[config.mk]
export PLATFORM = sky130hd
export DESIGN_NAME = inst_fetch
export DESIGN_NICKNAME = d
export VERILOG_FILES = /design/src/rtl/riscv_pkg.sv /design/src/rtl/fetch_fifo.sv /design/src/rtl/inst_fetch.sv
export SDC_FILE = /design/constraint.sdc
export NUM_CORES = 1
export LEC_CHECK = 0
export CORE_UTILIZATION = 51
export DETAILED_ROUTE_END_ITERATION = 7
export GPL_TIMING_DRIVEN = 0
export PLACE_DENSITY = 0.86
export SLEW_MARGIN = 20
export SYNTH_ARGS = -nofsm -noshare
export SYNTH_HDL_FRONTEND = slang
export SYNTH_SLANG_ARGS = --single-unit
[constraint.sdc]
create_clock -name i_clk -period 2.82 [get_ports i_clk]
set_input_delay 0.423 -clock i_clk [delete_from_list [all_inputs] [get_ports i_clk]]
set_output_delay 0.423 -clock i_clk [all_outputs]
set_load 0.03 [all_outputs]
[src/rtl/riscv_pkg.sv]
// Shared constants, FSM state encoding and PC helper for the fetch front end.
package riscv_pkg;

    localparam int          XLEN             = 32;
    localparam logic [31:0] INST_NOP         = 32'h0000_0013;
    localparam logic [31:0] RESET_PC_DEFAULT = 32'h0000_0000;

    typedef enum logic {
        BOOT = 1'b0,
        RUN  = 1'b1
    } fetch_state_t;

    function automatic logic [XLEN-1:0] pcPlus4(input logic [XLEN-1:0] pc);
        return pc + 32'd4;
    endfunction

endpackage

[src/rtl/fetch_fifo.sv]
// Two-entry {pc, inst} buffer between fetch and decode; flush empties it in one cycle.
module fetch_fifo (
    input  logic        i_clk,
    input  logic        i_rst_n,
    input  logic        i_push,
    input  logic        i_pop,
    input  logic        i_flush,
    input  logic [63:0] i_data,
    output logic [63:0] o_data,
    output logic [1:0]  o_count
);

    logic [63:0] r_mem [0:1];
    logic        r_wrPtr;
    logic        r_rdPtr;
    logic [1:0]  r_count;

    // The caller guarantees push only when not full (or popping) and pop only when not empty.
    always_ff @(posedge i_clk or negedge i_rst_n) begin
        if (!i_rst_n) begin
            r_mem[0] <= '0;
            r_mem[1] <= '0;
            r_wrPtr  <= 1'b0;
            r_rdPtr  <= 1'b0;
            r_count  <= 2'd0;
        end else if (i_flush) begin
            r_wrPtr  <= 1'b0;
            r_rdPtr  <= 1'b0;
            r_count  <= 2'd0;
        end else begin
            if (i_push) begin
                r_mem[r_wrPtr] <= i_data;
                r_wrPtr        <= r_wrPtr + 1'b1;
            end
            if (i_pop) begin
                r_rdPtr <= r_rdPtr + 1'b1;
            end
            case ({i_push, i_pop})
                2'b10:   r_count <= r_count + 2'd1;
                2'b01:   r_count <= r_count - 2'd1;
                default: r_count <= r_count;
            endcase
        end
    end

    assign o_data  = r_mem[r_rdPtr];
    assign o_count = r_count;

endmodule

[src/rtl/inst_fetch.sv]
// Instruction fetch stage: owns the PC, the BOOT/RUN FSM and fetch/redirect control.
module inst_fetch
    import riscv_pkg::*;
#(
    parameter logic [31:0] RESET_PC = RESET_PC_DEFAULT,
    parameter int          DEPTH    = 2
) (
    input  logic        i_clk,
    input  logic        i_rst_n,
    output logic [31:0] o_pc,
    input  logic [31:0] i_inst,
    input  logic        i_redirect,
    input  logic [31:0] i_redirect_pc,
    output logic        o_if_valid,
    output logic [31:0] o_if_pc,
    output logic [31:0] o_if_inst,
    input  logic        i_id_ready
);

    fetch_state_t r_state;
    fetch_state_t w_stateNext;
    logic [31:0]  r_pc;
    logic [1:0]   w_count;
    logic [63:0]  w_head;
    logic         w_valid;
    logic         w_full;
    logic         w_pop;
    logic         w_fetch;

    assign w_valid = (w_count != 2'd0);
    assign w_full  = (w_count == 2'(DEPTH));

    always_ff @(posedge i_clk or negedge i_rst_n) begin
        if (!i_rst_n) begin
            r_state <= BOOT;
        end else begin
            r_state <= w_stateNext;
        end
    end

    // Redirect overrides everything; a full buffer can still fetch when its head leaves.
    always_comb begin
        w_stateNext = r_state;
        w_pop       = 1'b0;
        w_fetch     = 1'b0;
        case (r_state)
            BOOT: begin
                w_stateNext = RUN;
            end
            RUN: begin
                w_stateNext = RUN;
                w_pop       = w_valid & i_id_ready & ~i_redirect;
                w_fetch     = ~i_redirect & (~w_full | (w_valid & i_id_ready));
            end
            default: begin
                w_stateNext = BOOT;
            end
        endcase
    end

    always_ff @(posedge i_clk or negedge i_rst_n) begin
        if (!i_rst_n) begin
            r_pc <= RESET_PC;
        end else if (i_redirect) begin
            r_pc <= i_redirect_pc & ~32'h3;
        end else if (w_fetch) begin
            r_pc <= pcPlus4(r_pc);
        end
    end

    fetch_fifo u_fifo (
        .i_clk   (i_clk),
        .i_rst_n (i_rst_n),
        .i_push  (w_fetch),
        .i_pop   (w_pop),
        .i_flush (i_redirect),
        .i_data  ({r_pc, i_inst}),
        .o_data  (w_head),
        .o_count (w_count)
    );

    assign o_pc       = r_pc;
    assign o_if_valid = w_valid;
    assign o_if_pc    = w_valid ? w_head[63:32] : 32'h0000_0000;
    assign o_if_inst  = w_valid ? w_head[31:0]  : INST_NOP;

endmodule
==> results of run 1 <==
-- metal layers --
layer / track usage / up-vias / routed length [um]
met3: 0.0531 / 34 / 1120
met1: 0.342 / 2862 / 8120
li1: - / 2677 / -
met2: 0.395 / 203 / 8720
met5: 0 / - / 0
met4: 0.108 / 0 / 447
-- power groups by stage --
stage | Clock [uW] | Sequential (uW) | Combinational (uW)
6_report | 2220 | 3210 | 1870
5_1_grt | 2360 | 3280 | 2020
4_1_cts | 2250 | 3210 | 1890
3_5_place_dp | 0 | 3230 | 1870
3_3_place_gp | 0 | 3200 | 1820
2_1_floorplan | 0 | 3210 | 1140
-- state kept, by name, summed over array words and instances, names as in the netlist --
name and count:
u_fifo.r_mem 124, o_pc 30, u_fifo.o_count 2, r_state 1, u_fifo.r_rdPtr 1, u_fifo.r_wrPtr 1
-- through the flow --
stage                     TNS, ps  setup slack [ps]  power, uW  hold WS, ps
after floorplan                 0               709       4360          127
after global placement    -812780             -5050       5020          468
after detailed placement   -18160              -272       5100          411
after CTS                       0              2.37       7350          488
after global routing            0              5.92       7660          506
final                           0               134       7290          483
-- Yosys cell counts (all sizes together), types with 4 or more instances --
| cell type | instances |
|---|---|
| a31oi | 14 |
| and4 | 4 |
| buf | 24 |
| clkbuf | 20 |
| dfrtp | 159 |
| inv | 8 |
| mux2 | 119 |
| mux2i | 63 |
| nand2 | 31 |
| nand3 | 17 |
| nand4 | 13 |
| nor2 | 79 |
| nor3 | 5 |
| nor4 | 4 |
| o21ai | 19 |
| o31ai | 10 |
| or3 | 6 |
| or4 | 10 |
| xnor2 | 4 |
| xor2 | 7 |
-- logic make-up (layout without fill, tap and decap cells) --
group,Yosys count,in the layout,synth area share
AO/OA/AOI/OAI,56,56,0.0464
XOR/XNOR,11,11,0.0127
adder cells (fa/ha/maj),1,1,0.00165
buffers and inverters,53,242,0.0354
flip-flops,159,159,0.524
multiplexers,182,182,0.259
other,2,5,0.000988
AND/OR/NAND/NOR,183,183,0.120
-- repair_timing --
action | 4_1_cts | 5_1_grt
endpoints found under the hold margin | 68 | 0
gates resized for setup | 18 | 10
hold buffers | 1 | 0
setup endpoints to repair | 62 | 13
-- worst max path at each step --
stage | from | end | slack, ps
CTS | u_fifo.o_count[0] | o_if_inst[25] | 2
floorplan | o_pc[5] | o_pc[23] | 710
global route | i_id_ready | u_fifo.r_mem[100] | 6
finish | u_fifo.o_count[0] | o_if_pc[25] | 130
global placement | i_rst_n | u_fifo.r_mem[102] | -5050
detailed placement | u_fifo.o_count[0] | o_if_inst[27] | -270
-- layout make-up --
type / instances / area (um^2)
fill: 1060 / 4450
sequential: 159 / 3980
multi-input combinational: 438 / 3380
timing repair buffer: 160 / 1650
clock buffer: 24 / 482
buffer: 44 / 262
tap: 184 / 230
clock inverter: 6 / 83.8
inverter: 8 / 30.0
==> impl_metrics.env, run 1 <==
export IMPL_arrival_ps=2260
export IMPL_pwr_density_cell_mw_per_mm2=723
export IMPL_cts_root_buf="clkbuf_16"
export IMPL_start_util=0.523
export IMPL_worst_r2r_endpoint="u_fifo.r_mem[117]"
export IMPL_switchingPower_uw=2130
export IMPL_final_setup_viol_count=0
export IMPL_cp_cell_sequence="nor2_4, clkbuf_1, nor2_1, clkdlybuf4s50_1"
export IMPL_yosysTopAreaCellShare=0.524
export IMPL_vias=5776
export IMPL_p_leak_uw=0.00421
export IMPL_cts_clk_slew_worst_paths_ps=60
export IMPL_skew_ps=8.41
export IMPL_final_area_mm2=0.0101
export IMPL_numCtsBuffers=17
export IMPL_start_kind="register"
export IMPL_drt_pass1_iter_count=5
export IMPL_regToRegSetupSlack_ps=250
export IMPL_yosysUniqueCellTypes=50
export IMPL_fin_util=0.694
export IMPL_mostFrequentLayoutCell="dfrtp_1"
export IMPL_grt_pass1_wl_um=29200
export IMPL_worstRegToRegCells=6
export IMPL_crit_family="buffers and inverters"
export IMPL_path_class="reg2out"
export IMPL_yosysWarnings=0
export IMPL_post_drt_wl_per_cell_um=18.0
export IMPL_h_tree_depth=4
export IMPL_insertion_delay_ps=420
export IMPL_clkSinkCount=159
export IMPL_yosysTopAreaCell="dfrtp_1"
export IMPL_combPwrFrac=0.256
export IMPL_fin_crit_ps=2690
export IMPL_grt_max_degree=92
export IMPL_vdd_ir_drop_max_uv=449
export IMPL_syn_area_per_cell_um2=11.7
export IMPL_switching_share=0.292
export IMPL_max_freq_ghz=0.372
export IMPL_drv_cap=0
export IMPL_worst_pin_slew_ps=673
export IMPL_synth_async_sr_flop_share=1.00
export IMPL_cp_num_buf_inv=2
export IMPL_pin_count=165
export IMPL_dieArea_mm2=0.0154
export IMPL_maxSlewViolCount=0
export IMPL_finalHoldViolCount=0
export IMPL_ys_top_cells_by_area="dfrtp_1, mux2_2, mux2i_1, nor2_1, nand2_1"
export IMPL_cts_tree="built"
export IMPL_place_congestion=0.841
export IMPL_rows=44
export IMPL_post_cts_setup_buffer_count=0
export IMPL_antenna_found_initial=0
export IMPL_ys_flop_type="dfrtp_1"
export IMPL_drt_iter0_drc=341
export IMPL_end_kind="primary output"
export IMPL_die_y_um=124
export IMPL_syn_to_final_growth_pct=32.8
export IMPL_synthCells=647
export IMPL_finalWirelength_um=18400
export IMPL_syn_area_mm2=0.00760
export IMPL_post_dp_cell_area_mm2=0.00945
export IMPL_cts_buffer_depth=2
export IMPL_slowest_delay_ps=610
export IMPL_dp_hpwl_um=12800
export IMPL_postRouteAntennaNets=0
export IMPL_grt_pass1_vias=5744
export IMPL_worstHoldStart="u_fifo.r_mem[72]"
export IMPL_required_ps=2400
export IMPL_rsz0062_at_grt="false"
export IMPL_finalNonFillerCells=1023
export IMPL_post_place_cells=993
export IMPL_drc=0
export IMPL_period_share=0.952
export IMPL_viasPerCell=5.65
export IMPL_final_cell_mix="dfrtp_1, clkdlybuf4s50_1, mux2_2"
export IMPL_holdPathStages=1
export IMPL_status="complete, no violations"
export IMPL_core_area_mm2=0.0145
export IMPL_slew_headroom=0.548
export IMPL_grtUsageTotal=0.253
export IMPL_hp_class="reg2reg"
export IMPL_ys_seq_elements=159
export IMPL_fp_dieW_um=124
export IMPL_crit_fanout=10
export IMPL_r2r_start="u_fifo.o_count[1]"
export IMPL_drive_gt1_frac=0.224
export IMPL_num_antenna_cells=0
export IMPL_worst_path_stages=4
export IMPL_crit_slowest_cell="clkdlybuf4s50_1"
export IMPL_synth_edf_count=0
export IMPL_pwr_share_clk=0.304
export IMPL_internal_power_uw=5160
export IMPL_min_to="u_fifo.r_mem[72]"
export IMPL_final_nets=897
export IMPL_pwr_share_seq=0.440
export IMPL_grt_overflow=0
export IMPL_port_buffers=158
export IMPL_synth_seq_area_share=0.524
No activity file was read; power rests on OpenSTA's default activity.
==> run 2, diff against run 1 <==
--- a/config.mk
+++ b/config.mk
@@ -6,8 +6,10 @@
 export NUM_CORES = 1
 export LEC_CHECK = 0
 export CORE_UTILIZATION = 51
+export CTS_CLUSTER_SIZE = 28
 export DETAILED_ROUTE_END_ITERATION = 7
 export GPL_TIMING_DRIVEN = 0
+export MAX_ROUTING_LAYER = met4
 export PLACE_DENSITY = 0.86
 export SLEW_MARGIN = 20
 export SYNTH_ARGS = -nofsm -noshare
==> run 2 against run 1 <==
Via count rose by 0.14%; worst setup slack improved by 2.2 ps; die area did not move; clock skew fell by 1.6 ps; final cell count did not move; combinational power barely moved; non-clock buffer count did not move; design area did not move; critical path type unchanged; largest cell class unchanged.
==> impl_metrics.env, run 2 (synthesized netlist as in run 1, its figures left out) <==
export IMPL_r2r_start="u_fifo.o_count[1]"
export IMPL_die_y_um=124
export IMPL_vias=5784
export IMPL_grt_overflow=0
export IMPL_viasPerCell=5.65
export IMPL_worst_r2r_endpoint="u_fifo.r_mem[115]"
export IMPL_period_share=0.952
export IMPL_syn_to_final_growth_pct=32.8
export IMPL_post_cts_setup_buffer_count=0
export IMPL_min_to="u_fifo.r_mem[72]"
export IMPL_maxSlewViolCount=0
export IMPL_drive_gt1_frac=0.224
export IMPL_insertion_delay_ps=420
export IMPL_worstHoldStart="u_fifo.r_mem[72]"
export IMPL_core_area_mm2=0.0145
export IMPL_crit_slowest_cell="clkdlybuf4s50_1"
export IMPL_crit_fanout=10
export IMPL_cts_tree="built"
export IMPL_place_congestion=0.855
export IMPL_finalHoldViolCount=0
export IMPL_worst_slack_ps=136
export IMPL_fin_hold_ws_ps=483
export IMPL_rsz0062_at_grt="false"
export IMPL_numCtsBuffers=17
export IMPL_worst_pin_slew_ps=674
export IMPL_status="complete, no violations"
export IMPL_path_class="reg2out"
export IMPL_cts_clk_slew_worst_paths_ps=60
export IMPL_h_tree_depth=4
export IMPL_clkSinkCount=159
export IMPL_skew_ps=6.78
export IMPL_port_buffers=158
export IMPL_postRouteAntennaNets=0
export IMPL_regToRegSetupSlack_ps=270
export IMPL_antenna_found_initial=0
export IMPL_pin_count=165
export IMPL_drc=0
export IMPL_p_leak_uw=0.00421
export IMPL_max_freq_ghz=0.373
export IMPL_worstRegToRegCells=6
export IMPL_drt_pass1_iter_count=5
export IMPL_final_setup_viol_count=0
export IMPL_power_uw=7290
export IMPL_vdd_ir_drop_max_uv=450
export IMPL_final_nets=897
export IMPL_arrival_ps=2260
export IMPL_dp_hpwl_um=12800
export IMPL_start_util=0.523
export IMPL_post_place_cells=993
export IMPL_n_fill_cell=1060
export IMPL_cts_root_buf="clkbuf_16"
export IMPL_pwr_density_cell_mw_per_mm2=723
export IMPL_finalWirelength_um=18300
export IMPL_mostFrequentLayoutCell="dfrtp_1"
export IMPL_drt_iter0_drc=331
export IMPL_drv_cap=0
export IMPL_largest_reg_flops=124
export IMPL_finalNonFillerCells=1023
export IMPL_slowest_delay_ps=610
export IMPL_end_kind="primary output"
export IMPL_rows=44
export IMPL_num_antenna_cells=0
export IMPL_largest_register="u_fifo.r_mem"
export IMPL_required_ps=2400
export IMPL_fp_dieW_um=124
export IMPL_fin_crit_ps=2680
export IMPL_dieArea_mm2=0.0154
export IMPL_cp_cell_sequence="nor2_4, clkbuf_1, nor2_1, clkdlybuf4s50_1"
export IMPL_grt_pass1_vias=5735
export IMPL_grtUsageTotal=0.261
export IMPL_hp_class="reg2reg"
export IMPL_slew_headroom=0.547
export IMPL_final_cell_mix="dfrtp_1, clkdlybuf4s50_1, mux2_2"
export IMPL_grt_pass1_wl_um=29100
export IMPL_grt_max_degree=92
export IMPL_post_drt_wl_per_cell_um=17.9
export IMPL_post_dp_cell_area_mm2=0.00945
export IMPL_final_area_mm2=0.0101
export IMPL_place_ws_ps=-272
export IMPL_holdPathStages=1
export IMPL_cts_buffer_depth=2
export IMPL_start_kind="register"
run 2: cell counts in the layout (fill, tap and decap cells not counted):
No cell type changed its count.
run 2: layer usage:
metal  share of wire  vias to the layer above  track usage
li1                -                     2678            -
met1            0.44                     2865        0.344
met2            0.48                      208        0.394
met3           0.063                       33       0.0531
met4           0.022                        0        0.108
met5               0                        -            -
run 2: area by class of cell:
class / instances / area (um^2) / share of cell area
buffer: 44 / 262 / 0.0259
clock buffer: 24 / 482 / 0.0477
clock inverter: 6 / 83.8 / 0.00831
inverter: 8 / 30.0 / 0.00298
multi-input combinational: 438 / 3380 / 0.335
sequential: 159 / 3980 / 0.395
tap: 184 / 230 / 0.0228
timing repair buffer: 160 / 1650 / 0.163
run 2: how the worst max path moves through the flow:
stage,startpoint,end,slack [ps],depth (start not counted)
floorplan,o_pc[5],o_pc[23],710,5
global placement,i_rst_n,u_fifo.r_mem[102],-5050,1
detailed placement,u_fifo.o_count[0],o_if_inst[27],-270,5
CTS,u_fifo.o_count[0],o_if_inst[25],2,5
global route,i_id_ready,u_fifo.r_mem[100],7,7
finish,u_fifo.o_count[0],o_if_pc[25],140,4
run 2: report_power, final:
group / leakage (uW) / switching, uW / internal [uW]
registers: 0.00188 / 360 / 2850
clock network: 0.000280 / 856 / 1360
logic: 0.00205 / 915 / 950
run 2: per-stage QoR:
stage | TNS, ps | util
floorplan | 0 | -
detailed placement | -18160 | 0.650
global placement | -812780 | 0.648
finish | 0 | 0.694
CTS | 0 | 0.692
global route | 0 | 0.694
run 2: what timing repair did:
| item | CTS | global route |
|---|---|---|
| endpoints found under the setup margin | 62 | 14 |
| hold buffers | 1 | 0 |
| endpoints found under the hold margin | 68 | 0 |
| gates resized for setup | 18 | 10 |
run 2: critical path: cells and delay by family (launching register included):
| kind | cells | cell delay (ps) |
|---|---|---|
| buffers and inverters | 2 | 1010 |
| flip-flops | 1 | 460 |
| AND/OR/NAND/NOR | 2 | 380 |
